==> config.mk <==
export PLATFORM = sky130hd
export DESIGN_NAME = bus_arbiter_flat
export DESIGN_NICKNAME = d
export VERILOG_FILES = /design/src/rtl/bus_arbiter_if.sv /design/src/rtl/bus_arbiter.sv /design/src/flat_wrapper.sv
export SDC_FILE = /design/constraint.sdc
export NUM_CORES = 1
export LEC_CHECK = 0
export ABC_AREA = 1
export ABC_CLOCK_PERIOD_IN_PS = 1860
export CELL_PAD_IN_SITES_DETAIL_PLACEMENT = 0
export CELL_PAD_IN_SITES_GLOBAL_PLACEMENT = 1
export CORE_UTILIZATION = 42
export DETAILED_ROUTE_END_ITERATION = 10
export DONT_BUFFER_PORTS = 1
export GPL_TIMING_DRIVEN = 0
export PLACE_DENSITY_LB_ADDON = 0.1
export SLEW_MARGIN = 10
export SYNTH_ARGS = -nofsm -noshare
export SYNTH_HDL_FRONTEND = slang
export SYNTH_SLANG_ARGS = --single-unit
==> constraint.sdc <==
create_clock -name clk -period 1.86 [get_ports clk]
set_input_delay 0.465 -clock clk [delete_from_list [all_inputs] [get_ports clk]]
set_output_delay 0.465 -clock clk [all_outputs]
set_load 0.02 [all_outputs]
==> src/rtl/bus_arbiter_if.sv <==
// Requester and device-bus signals of the round-robin bus arbiter.
// The arbiter drives the bus, so it takes the master view; requesters and
// the decoder/device side together form the slave view.
interface bus_arbiter_if #(
  parameter int NREQ = 2,
  parameter int AW   = 16,
  parameter int DW   = 16
);
  logic [NREQ-1:0]    req;
  logic [NREQ-1:0]    req_we;
  logic [NREQ*AW-1:0] req_addr;
  logic [NREQ*DW-1:0] req_wdata;
  logic [NREQ-1:0]    gnt;
  logic [NREQ-1:0]    done;
  logic [DW-1:0]      rdata;
  logic               err;
  logic               bus_rd;
  logic               bus_wr;
  logic [AW-1:0]      bus_addr;
  logic [DW-1:0]      bus_wdata;
  logic               hit;
  logic               bus_ready;
  logic [DW-1:0]      bus_rdata;

  modport master (
    input  req, req_we, req_addr, req_wdata, hit, bus_ready, bus_rdata,
    output gnt, done, rdata, err, bus_rd, bus_wr, bus_addr, bus_wdata
  );

  modport slave (
    output req, req_we, req_addr, req_wdata, hit, bus_ready, bus_rdata,
    input  gnt, done, rdata, err, bus_rd, bus_wr, bus_addr, bus_wdata
  );
endinterface

==> src/rtl/bus_arbiter.sv <==
// Round-robin arbiter that runs one transaction at a time onto the shared
// memory-mapped bus, rejects unmapped addresses via the decoder hit, and
// bounds device wait states with a timeout.
module bus_arbiter #(
  parameter int NREQ    = 2,
  parameter int AW      = 16,
  parameter int DW      = 16,
  parameter int TIMEOUT = 16
) (
  input logic           clk,
  input logic           rst,
  bus_arbiter_if.master bif
);
  localparam int OW = $clog2(NREQ);
  localparam int CW = $clog2(TIMEOUT) + 1;

  typedef enum logic [1:0] {IDLE, ACCESS, DONE} state_e;

  state_e          state_q, state_d;
  logic [OW-1:0]   owner_q, owner_d;
  logic [OW-1:0]   last_q, last_d;
  logic            we_q, we_d;
  logic [NREQ-1:0] gnt_q, gnt_d;
  logic [NREQ-1:0] done_q, done_d;
  logic [DW-1:0]   rdata_q, rdata_d;
  logic            err_q, err_d;
  logic            bus_rd_q, bus_rd_d;
  logic            bus_wr_q, bus_wr_d;
  logic [AW-1:0]   bus_addr_q, bus_addr_d;
  logic [DW-1:0]   bus_wdata_q, bus_wdata_d;
  logic [CW-1:0]   cnt_q, cnt_d;

  logic            found;
  logic [OW-1:0]   sel;
  logic [OW-1:0]   arb_idx;
  logic [AW-1:0]   addr_arr  [NREQ];
  logic [DW-1:0]   wdata_arr [NREQ];

  // Unpack the flat per-requester buses so the winner can be picked by index.
  for (genvar g = 0; g < NREQ; g++) begin : g_unpack
    assign addr_arr[g]  = bif.req_addr[g*AW +: AW];
    assign wdata_arr[g] = bif.req_wdata[g*DW +: DW];
  end

  // Round-robin pick: first requester set, starting just after the last owner.
  always_comb begin
    found   = 1'b0;
    sel     = last_q;
    arb_idx = '0;
    for (int i = 1; i <= NREQ; i++) begin
      arb_idx = OW'((int'(last_q) + i) % NREQ);
      if (!found && bif.req[arb_idx]) begin
        found = 1'b1;
        sel   = arb_idx;
      end
    end
  end

  // Transaction sequencer: IDLE -> ACCESS -> DONE -> IDLE.
  always_comb begin
    state_d     = state_q;
    owner_d     = owner_q;
    last_d      = last_q;
    we_d        = we_q;
    gnt_d       = gnt_q;
    done_d      = '0;
    rdata_d     = rdata_q;
    err_d       = err_q;
    bus_rd_d    = bus_rd_q;
    bus_wr_d    = bus_wr_q;
    bus_addr_d  = bus_addr_q;
    bus_wdata_d = bus_wdata_q;
    cnt_d       = cnt_q;
    case (state_q)
      IDLE: begin
        if (found) begin
          owner_d      = sel;
          last_d       = sel;
          we_d         = bif.req_we[sel];
          bus_addr_d   = addr_arr[sel];
          bus_wdata_d  = wdata_arr[sel];
          gnt_d        = '0;
          gnt_d[sel]   = 1'b1;
          cnt_d        = '0;
          // Strobes are registered here so they cover every ACCESS cycle.
          bus_rd_d     = !bif.req_we[sel];
          bus_wr_d     = bif.req_we[sel];
          state_d      = ACCESS;
        end
      end
      ACCESS: begin
        // Unmapped address beats a ready device; timeout only when neither.
        if (!bif.hit) begin
          err_d    = 1'b1;
          rdata_d  = '0;
          done_d   = gnt_q;
          bus_rd_d = 1'b0;
          bus_wr_d = 1'b0;
          state_d  = DONE;
        end else if (bif.bus_ready) begin
          err_d    = 1'b0;
          rdata_d  = we_q ? '0 : bif.bus_rdata;
          done_d   = gnt_q;
          bus_rd_d = 1'b0;
          bus_wr_d = 1'b0;
          state_d  = DONE;
        end else if (cnt_q == CW'(TIMEOUT - 1)) begin
          err_d    = 1'b1;
          rdata_d  = '0;
          done_d   = gnt_q;
          bus_rd_d = 1'b0;
          bus_wr_d = 1'b0;
          state_d  = DONE;
        end else begin
          cnt_d = cnt_q + 1'b1;
        end
      end
      DONE: begin
        // Return every output to its idle value; only last_q survives.
        gnt_d       = '0;
        err_d       = 1'b0;
        rdata_d     = '0;
        bus_addr_d  = '0;
        bus_wdata_d = '0;
        cnt_d       = '0;
        state_d     = IDLE;
      end
      default: state_d = IDLE;
    endcase
  end

  // State and output registers; reset also aborts any transaction in flight.
  always_ff @(posedge clk) begin
    if (rst) begin
      state_q     <= IDLE;
      owner_q     <= '0;
      last_q      <= OW'(NREQ - 1);
      we_q        <= 1'b0;
      gnt_q       <= '0;
      done_q      <= '0;
      rdata_q     <= '0;
      err_q       <= 1'b0;
      bus_rd_q    <= 1'b0;
      bus_wr_q    <= 1'b0;
      bus_addr_q  <= '0;
      bus_wdata_q <= '0;
      cnt_q       <= '0;
    end else begin
      state_q     <= state_d;
      owner_q     <= owner_d;
      last_q      <= last_d;
      we_q        <= we_d;
      gnt_q       <= gnt_d;
      done_q      <= done_d;
      rdata_q     <= rdata_d;
      err_q       <= err_d;
      bus_rd_q    <= bus_rd_d;
      bus_wr_q    <= bus_wr_d;
      bus_addr_q  <= bus_addr_d;
      bus_wdata_q <= bus_wdata_d;
      cnt_q       <= cnt_d;
    end
  end

  assign bif.gnt       = gnt_q;
  assign bif.done      = done_q;
  assign bif.rdata     = rdata_q;
  assign bif.err       = err_q;
  assign bif.bus_rd    = bus_rd_q;
  assign bif.bus_wr    = bus_wr_q;
  assign bif.bus_addr  = bus_addr_q;
  assign bif.bus_wdata = bus_wdata_q;
endmodule

==> src/flat_wrapper.sv <==
// flat-port wrapper written by rule: the top's interface ports become plain ports
module bus_arbiter_flat 
#(
  parameter int NREQ    = 2,
  parameter int AW      = 16,
  parameter int DW      = 16,
  parameter int TIMEOUT = 16
)
  (clk, rst, bif_req, bif_req_we, bif_req_addr, bif_req_wdata, bif_hit, bif_bus_ready, bif_bus_rdata, bif_gnt, bif_done, bif_rdata, bif_err, bif_bus_rd, bif_bus_wr, bif_bus_addr, bif_bus_wdata);
  bus_arbiter_if #(.NREQ(NREQ), .AW(AW), .DW(DW)) bif_i ();
  input logic clk;
  input logic rst;
  input wire logic [$bits(bif_i.req)-1:0] bif_req;
  input wire logic [$bits(bif_i.req_we)-1:0] bif_req_we;
  input wire logic [$bits(bif_i.req_addr)-1:0] bif_req_addr;
  input wire logic [$bits(bif_i.req_wdata)-1:0] bif_req_wdata;
  input wire logic [$bits(bif_i.hit)-1:0] bif_hit;
  input wire logic [$bits(bif_i.bus_ready)-1:0] bif_bus_ready;
  input wire logic [$bits(bif_i.bus_rdata)-1:0] bif_bus_rdata;
  output wire logic [$bits(bif_i.gnt)-1:0] bif_gnt;
  output wire logic [$bits(bif_i.done)-1:0] bif_done;
  output wire logic [$bits(bif_i.rdata)-1:0] bif_rdata;
  output wire logic [$bits(bif_i.err)-1:0] bif_err;
  output wire logic [$bits(bif_i.bus_rd)-1:0] bif_bus_rd;
  output wire logic [$bits(bif_i.bus_wr)-1:0] bif_bus_wr;
  output wire logic [$bits(bif_i.bus_addr)-1:0] bif_bus_addr;
  output wire logic [$bits(bif_i.bus_wdata)-1:0] bif_bus_wdata;
  assign bif_i.req = bif_req;
  assign bif_i.req_we = bif_req_we;
  assign bif_i.req_addr = bif_req_addr;
  assign bif_i.req_wdata = bif_req_wdata;
  assign bif_i.hit = bif_hit;
  assign bif_i.bus_ready = bif_bus_ready;
  assign bif_i.bus_rdata = bif_bus_rdata;
  assign bif_gnt = bif_i.gnt;
  assign bif_done = bif_i.done;
  assign bif_rdata = bif_i.rdata;
  assign bif_err = bif_i.err;
  assign bif_bus_rd = bif_i.bus_rd;
  assign bif_bus_wr = bif_i.bus_wr;
  assign bif_bus_addr = bif_i.bus_addr;
  assign bif_bus_wdata = bif_i.bus_wdata;
  bus_arbiter #(.NREQ(NREQ), .AW(AW), .DW(DW), .TIMEOUT(TIMEOUT)) u_core (.clk(clk), .rst(rst), .bif(bif_i));
endmodule
==> results of run 1 <==
-- routing by layer --
metal	routed length, µm	track usage [%]	up-vias
met5	0	0	-
met4	108	8.47	0
met3	826	9.18	10
met2	4240	36.7	111
met1	3780	26.4	1428
li1	-	-	1666
-- cell usage in the layout, fill, tap and decap left out, types with 2 or more instances in the layout --
| master | instances |
|---|---|
| o21ai_0 | 9 |
| clkbuf_2 | 4 |
| clkinv_4 | 2 |
| clkbuf_1 | 13 |
| nand4_1 | 33 |
| nand2_1 | 106 |
| inv_2 | 5 |
| buf_2 | 7 |
| a21oi_1 | 12 |
| buf_4 | 6 |
| nand3b_1 | 2 |
| clkbuf_8 | 9 |
| dfxtp_2 | 3 |
| dfxtp_1 | 61 |
| nor2_2 | 3 |
| buf_6 | 3 |
| o21ai_1 | 2 |
| nor2_1 | 109 |
| or2_2 | 2 |
| nand3_1 | 74 |
| inv_1 | 50 |
| bufinv_16 | 3 |
| ha_1 | 5 |
-- logic make-up (layout without fill, tap and decap cells) --
family	count (synthesis)	in the layout	synth area share, %
AND/OR/NAND/NOR	333	333	43.9
buffers and inverters	88	105	11.1
flip-flops	64	64	38.9
AO/OA/AOI/OAI	23	23	3.49
adder cells (fa/ha/maj)	7	7	2.66
-- worst paths after layout --
check	depth (start not counted)	start	to	slack, ps
max reg2reg	12	u_core.cnt_q[0]	u_core.cnt_q[2]	150
min	2	bif_bus_rdata[14]	u_core.bif.rdata[14]	300
max	12	u_core.cnt_q[0]	u_core.cnt_q[2]	150
min reg2reg	2	u_core.cnt_q[4]	u_core.cnt_q[4]	490
-- stage by stage --
| stage | std cells | cell area (µm²) | total power, W | setup TNS [ps] |
|---|---|---|---|---|
| 6_report | 631 | 3730 | 0.00473 | 0 |
| 5_1_grt | 631 | 3730 | 0.00508 | 0 |
| 4_1_cts | 630 | 3680 | 0.00473 | 0 |
| 3_5_place_dp | 614 | 3420 | 0.00324 | -415 |
| 3_3_place_gp | 614 | 3420 | 0.00321 | -238 |
| 2_1_floorplan | 515 | 3300 | 0.00297 | 0 |
-- state kept, by name, summed over array words and instances (netlist names), 2 cells and up --
register              count
u_core.bif.gnt            2
u_core.bif.rdata         16
u_core.bif.bus_addr      16
u_core.bif.bus_wdata     16
u_core.bif.done           2
u_core.cnt_q              5
u_core.state_q            2
-- layout make-up --
| type | instances | area (µm²) |
|---|---|---|
| Fill cell | 791 | 3680 |
| Multi-Input combinational cell | 363 | 1690 |
| Sequential cell | 64 | 1280 |
| Inverter | 55 | 206 |
| Buffer | 33 | 179 |
| Clock buffer | 9 | 124 |
| Tap cell | 99 | 124 |
| Clock inverter | 7 | 120 |
| Timing Repair Buffer | 1 | 7.51 |
-- where the power goes --
group          total (W)  switching (W)  internal (W)
Sequential       0.00207       0.000451       0.00162
Clock            0.00147       0.000577      0.000892
Combinational    0.00119       0.000745      0.000448
-- timing repair --
action                                  CTS  global route
endpoints found under the setup margin   17            50
resized for setup                         5            25
pin swaps                                 0             2
buffers inserted                          0             1
==> run metrics, run 1 <==
initial drt markers 79; Async SR Flop Fraction 0%; total CTS buffers 9; worst vdd ir about 0.45 mV; Syn Nets a little over 600; Main synth FF type dfxtp_1; Power Density 1270 nW/µm²; initial antenna violation count 0; DP Worst Slack -39.2 ps; Die H 90.6 µm; sequential fraction of the synthesis area 38.9%; Critical Path Source Type register; WL final 8.95 mm; Final GP Congestion 0.793; grt total ovfl 0; post-synth top area share between 30% and 40%; CP most frequent cell nand2_1; fin worst setup slack 153 ps; Num Clock Sinks 64; Max Cap Violations 0; Crit Path Max Fanout 5; Slew Viols, Final 0; IO Port Bufs 0; slew at the pin with the worst max-slew slack just over 500 ps; Post-synth EDFFs 0; synth cell count leaders 112 x nor2_1, 107 x nand2_1, 74 x nand3_1; DRT antenna net count 0; # nets final 622; ANT cells 0; RSZ-0062 raised after global routing false; Synth cell types 20; Vias 3215; P&R area growth vs syn 13.2%; wire per inst approximately 14 µm; Clk Latency, worst-skew pair around 340 ps; IO Pins 143; CP required 2100 ps; worst-path cell chain ha_1 > inv_2 > nor3_2 > ha_1 > inv_1 > nand3b_1 > nand2_1 > nand2_1 > nand2_1 > nand2_1 > nand2_1 > inv_1; delay-heaviest family, CP simple AND/OR/NAND/NOR gates; Ys Warns 0; H-Tree Depth 3; Crit-path slowest cell dfxtp_2; hold crit path type input port to register; starting density of the core around 44%; ranking of synthesized cells by area dfxtp_1 39%, nor2_1 13%, nand2_1 12%, nand3_1 11%, nand4_1 6.3%; CTS tree done; vias per cell between 5 and 6; DRT Pass-1 Iters 4; CP endpoint kind register; Clk pin slew, worst setup/hold paths 80 ps; drt drc 0; minimum clock period approximately 1700 ps; FF+latch count, synth 64; Post-Route Skew 8.90 ps; core area between 7000 and 8000 µm²; Avg Inst Size Synth 6.40 µm²; Synth Cell Area 3300 µm²; gr usage total 22.5%; vias in the first global route 3007; Die X 90.6 µm; Hold WS 298 ps; max incr delay on CP 350 ps; Worst slew margin around two thirds; outcome finished clean; die area 8200 µm²; Root Driver clkbuf_8; Finish-stage setup viols 0; global-route wire length before repair between 10 and 15 mm; fin crit share between 90 and 100%; largest net degree at the start of global routing 13; Worst EP arrival 1950 ps; share of post-route cells with drive strength above 1 about 10%; Finished Core Util 50.4%; # hold bufs at CTS 0; Leak around 1.9 nW; CTS Buffer Depth 2; hpwl dp between 6 and 7 mm; Mapped Cells 515; cell taking the most area after synthesis dfxtp_1; num rows 31; top-count cell post-synth nor2_1; CP Buf/Inv Count 3; Setup CP Type register to register; final hold viol count 0; FMAX 586 MHz
No activity file was read; power rests on OpenSTA's default activity.
==> inputs of run 2 (changes only) <==
--- a/config.mk
+++ b/config.mk
@@ -6,10 +6,10 @@
 export NUM_CORES = 1
 export LEC_CHECK = 0
 export ABC_AREA = 1
-export ABC_CLOCK_PERIOD_IN_PS = 1860
+export ABC_CLOCK_PERIOD_IN_PS = 1350
 export CELL_PAD_IN_SITES_DETAIL_PLACEMENT = 0
 export CELL_PAD_IN_SITES_GLOBAL_PLACEMENT = 1
-export CORE_UTILIZATION = 42
+export CORE_UTILIZATION = 38
 export DETAILED_ROUTE_END_ITERATION = 10
 export DONT_BUFFER_PORTS = 1
 export GPL_TIMING_DRIVEN = 0
==> constraint.sdc (replaced) <==
create_clock -name clk -period 1.35 [get_ports clk]
set_input_delay 0.3375 -clock clk [delete_from_list [all_inputs] [get_ports clk]]
set_output_delay 0.3375 -clock clk [all_outputs]
set_load 0.02 [all_outputs]
==> run metrics, run 2 (same netlist as run 1, synthesis figures left out) <==
# hold bufs at CTS 0 (unchanged); Max Cap Violations 0 (unchanged); share of post-route cells with drive strength above 1 29.2% (+19 points); H-Tree Depth 3 (unchanged); RSZ-0062 raised after global routing true; CP endpoint kind register; outcome complete, but fails checks; largest net degree at the start of global routing 12 (-1); Root Driver clkbuf_8; most frequent cells in the layout 88 x nand2_1, 86 x nor2_1, 59 x dfxtp_1, 50 x nand3_1, 48 x inv_1; Power Density 1530 nW/µm² (+20%); initial antenna violation count 0 (unchanged); Clk Latency, worst-skew pair 350 ps (about the same); gr usage total 22.5% (about the same); total CTS buffers 9 (unchanged); num rows 33 (+6.5%); Leak 2.13 nW (+14%); Vias 3356 (+4.4%); flop2flop setup slack -230 ps (-380 ps); die area 9050 µm² (+10%); # nets final 646 (+3.9%); worst hold stages 2 (unchanged); Post-Route Skew 8.21 ps (-0.695 ps); WHS Endpoint u_core.bif.rdata[14]; Critical R2R Capture u_core.bif.bus_addr[6]; Final GP Congestion 0.758 (-4.4%); Worst slew margin 62.8% (-2.9 points); met1 Resource Use GR 27.0% (+0.68 points); Worst EP arrival 1870 ps (-80 ps); busiest metal layer after global routing met2; Hold Startpoint bif_bus_rdata[14]; Crit Path Max Fanout 4 (-1); FMAX 634 MHz (+8.2%); WL final 10.2 mm (+13%); DRT Pass-1 Iters 4 (unchanged); worst vdd ir 0.592 mV (+31%); wire per inst 15.4 µm (+8.4%); starting density of the core 39.7% (-4.8 points); Num Clock Sinks 64 (unchanged); Critical Path Source Type register; Setup CP Type register to register; initial drt markers 106 (+34%); IO Port Bufs 0 (unchanged); hold crit path type input port to register; Die X 95.1 µm (+5.0%); commonest non-fill, non-tap cell in the layout nand2_1; core area 8300 µm² (+12%); reg2reg start u_core.state_q[0]; hpwl dp 6.80 mm (+4.1%); Worst Reg-to-Reg Cells 11 (-1); CTS Buffer Depth 2 (unchanged); violated checks negative setup slack; fin worst setup slack -227 ps (-380 ps); ANT cells 0 (unchanged); global-route wire length before repair 15.5 mm (+4.8%); Post-Place Cell Area 3520 µm² (+2.8%); IO Pins 143 (unchanged); global-route met2 utilization 37.3% (+0.58 points); CTS tree done; drt drc 0 (unchanged); setup_tns -8820 ps (-8820 ps); met3 Track Usage GR 7.89% (-1.3 points); fin crit share 117% (+25 points); minimum clock period 1580 ps (-130 ps); vias per cell 5.08 (-0.20%); Final Power 0.00682 W (+44%); Slew Viols, Final 0 (unchanged); grt total ovfl 0 (unchanged); CP required 1640 ps (-460 ps); Die H 95.1 µm (+5.0%); DRT antenna net count 0 (unchanged); Clk pin slew, worst setup/hold paths 70 ps (about the same); vias in the first global route 3067 (+2.0%); Finished Cell Area 4470 µm² (+20%); Finish-stage setup viols 60 (+60); P&R area growth vs syn 35.5%; final hold viol count 0 (unchanged); slew at the pin with the worst max-slew slack 558 ps (+42.8 ps)
-- run 2: cell count changes in the layout (fill, tap and decap cells not counted), sizes merged --
| cell | previous run | this run |
|---|---|---|
| clkbuf | 26 | 25 |
| clkinvlp | 1 | 3 |
| bufinv | 3 | 0 |
| buf | 17 | 42 |
-- run 2: worst max-delay path: stages, from the launching register on --
cell,delay [ps]
dfxtp_4,360
inv_4,70
ha_4,170
inv_4,50
o21ai_4,220
buf_6,170
buf_16,120
buf_6,110
nor2_1,40
nor2_1,100
nand2_1,60
inv_1,40
-- run 2: power by group --
group | internal [W] | total (W) | switching [W] | leakage [nW]
clock | 0.000644 | 0.00142 | 0.000778 | 0.0769
sequential | 0.00224 | 0.00289 | 0.000652 | 0.532
combinational | 0.00116 | 0.00251 | 0.00135 | 1.52
-- run 2: worst max path at each step --
stage,start,endpoint,depth (start not counted),slack [ps]
2_1_floorplan,u_core.cnt_q[1],u_core.bif.rdata[10],12,-90
3_3_place_gp,u_core.cnt_q[1],u_core.cnt_q[4],10,-270
3_5_place_dp,u_core.cnt_q[1],u_core.bif.rdata[10],12,-290
4_1_cts,u_core.cnt_q[1],u_core.bif.rdata[5],12,-240
5_1_grt,u_core.state_q[0],u_core.bif.bus_addr[10],11,-310
6_report,u_core.state_q[0],u_core.bif.bus_addr[6],11,-230
-- run 2: final cells by class --
cell class              instances  area (µm²)
plain buffers                  31         283
clock buffers                   9         124
clock inverters                 6        37.5
fillers                       843        3830
inverters                      55         221
multi-input cells             363        2050
flip-flops and latches         64        1300
well taps                     105         131
repair buffers                 27         322
-- run 2: metrics by stage --
| step | std cells | worst slack [ps] | hold WS (ps) | util [%] |
|---|---|---|---|---|
| 4_1_cts | 663 | -237 | 175 | 53.2 |
| 3_5_place_dp | 620 | -289 | 480 | 42.4 |
| 3_3_place_gp | 620 | -274 | 478 | 42.4 |
| 2_1_floorplan | 515 | -88.0 | 457 | - |
| 5_1_grt | 660 | -312 | 172 | 53.8 |
| 6_report | 660 | -227 | 169 | 53.8 |
-- run 2: what timing repair did --
action,4_1_cts,5_1_grt
setup buffers,20,6
resized for setup,103,63
endpoints found under the setup margin,62,62
pin swaps,48,31
gates cloned,8,0
-- run 2: routing by layer --
layer,up-vias,wire (µm)
met1,1501,4180
met5,-,0
li1,1724,-
met3,14,889
met4,0,142
met2,117,4940
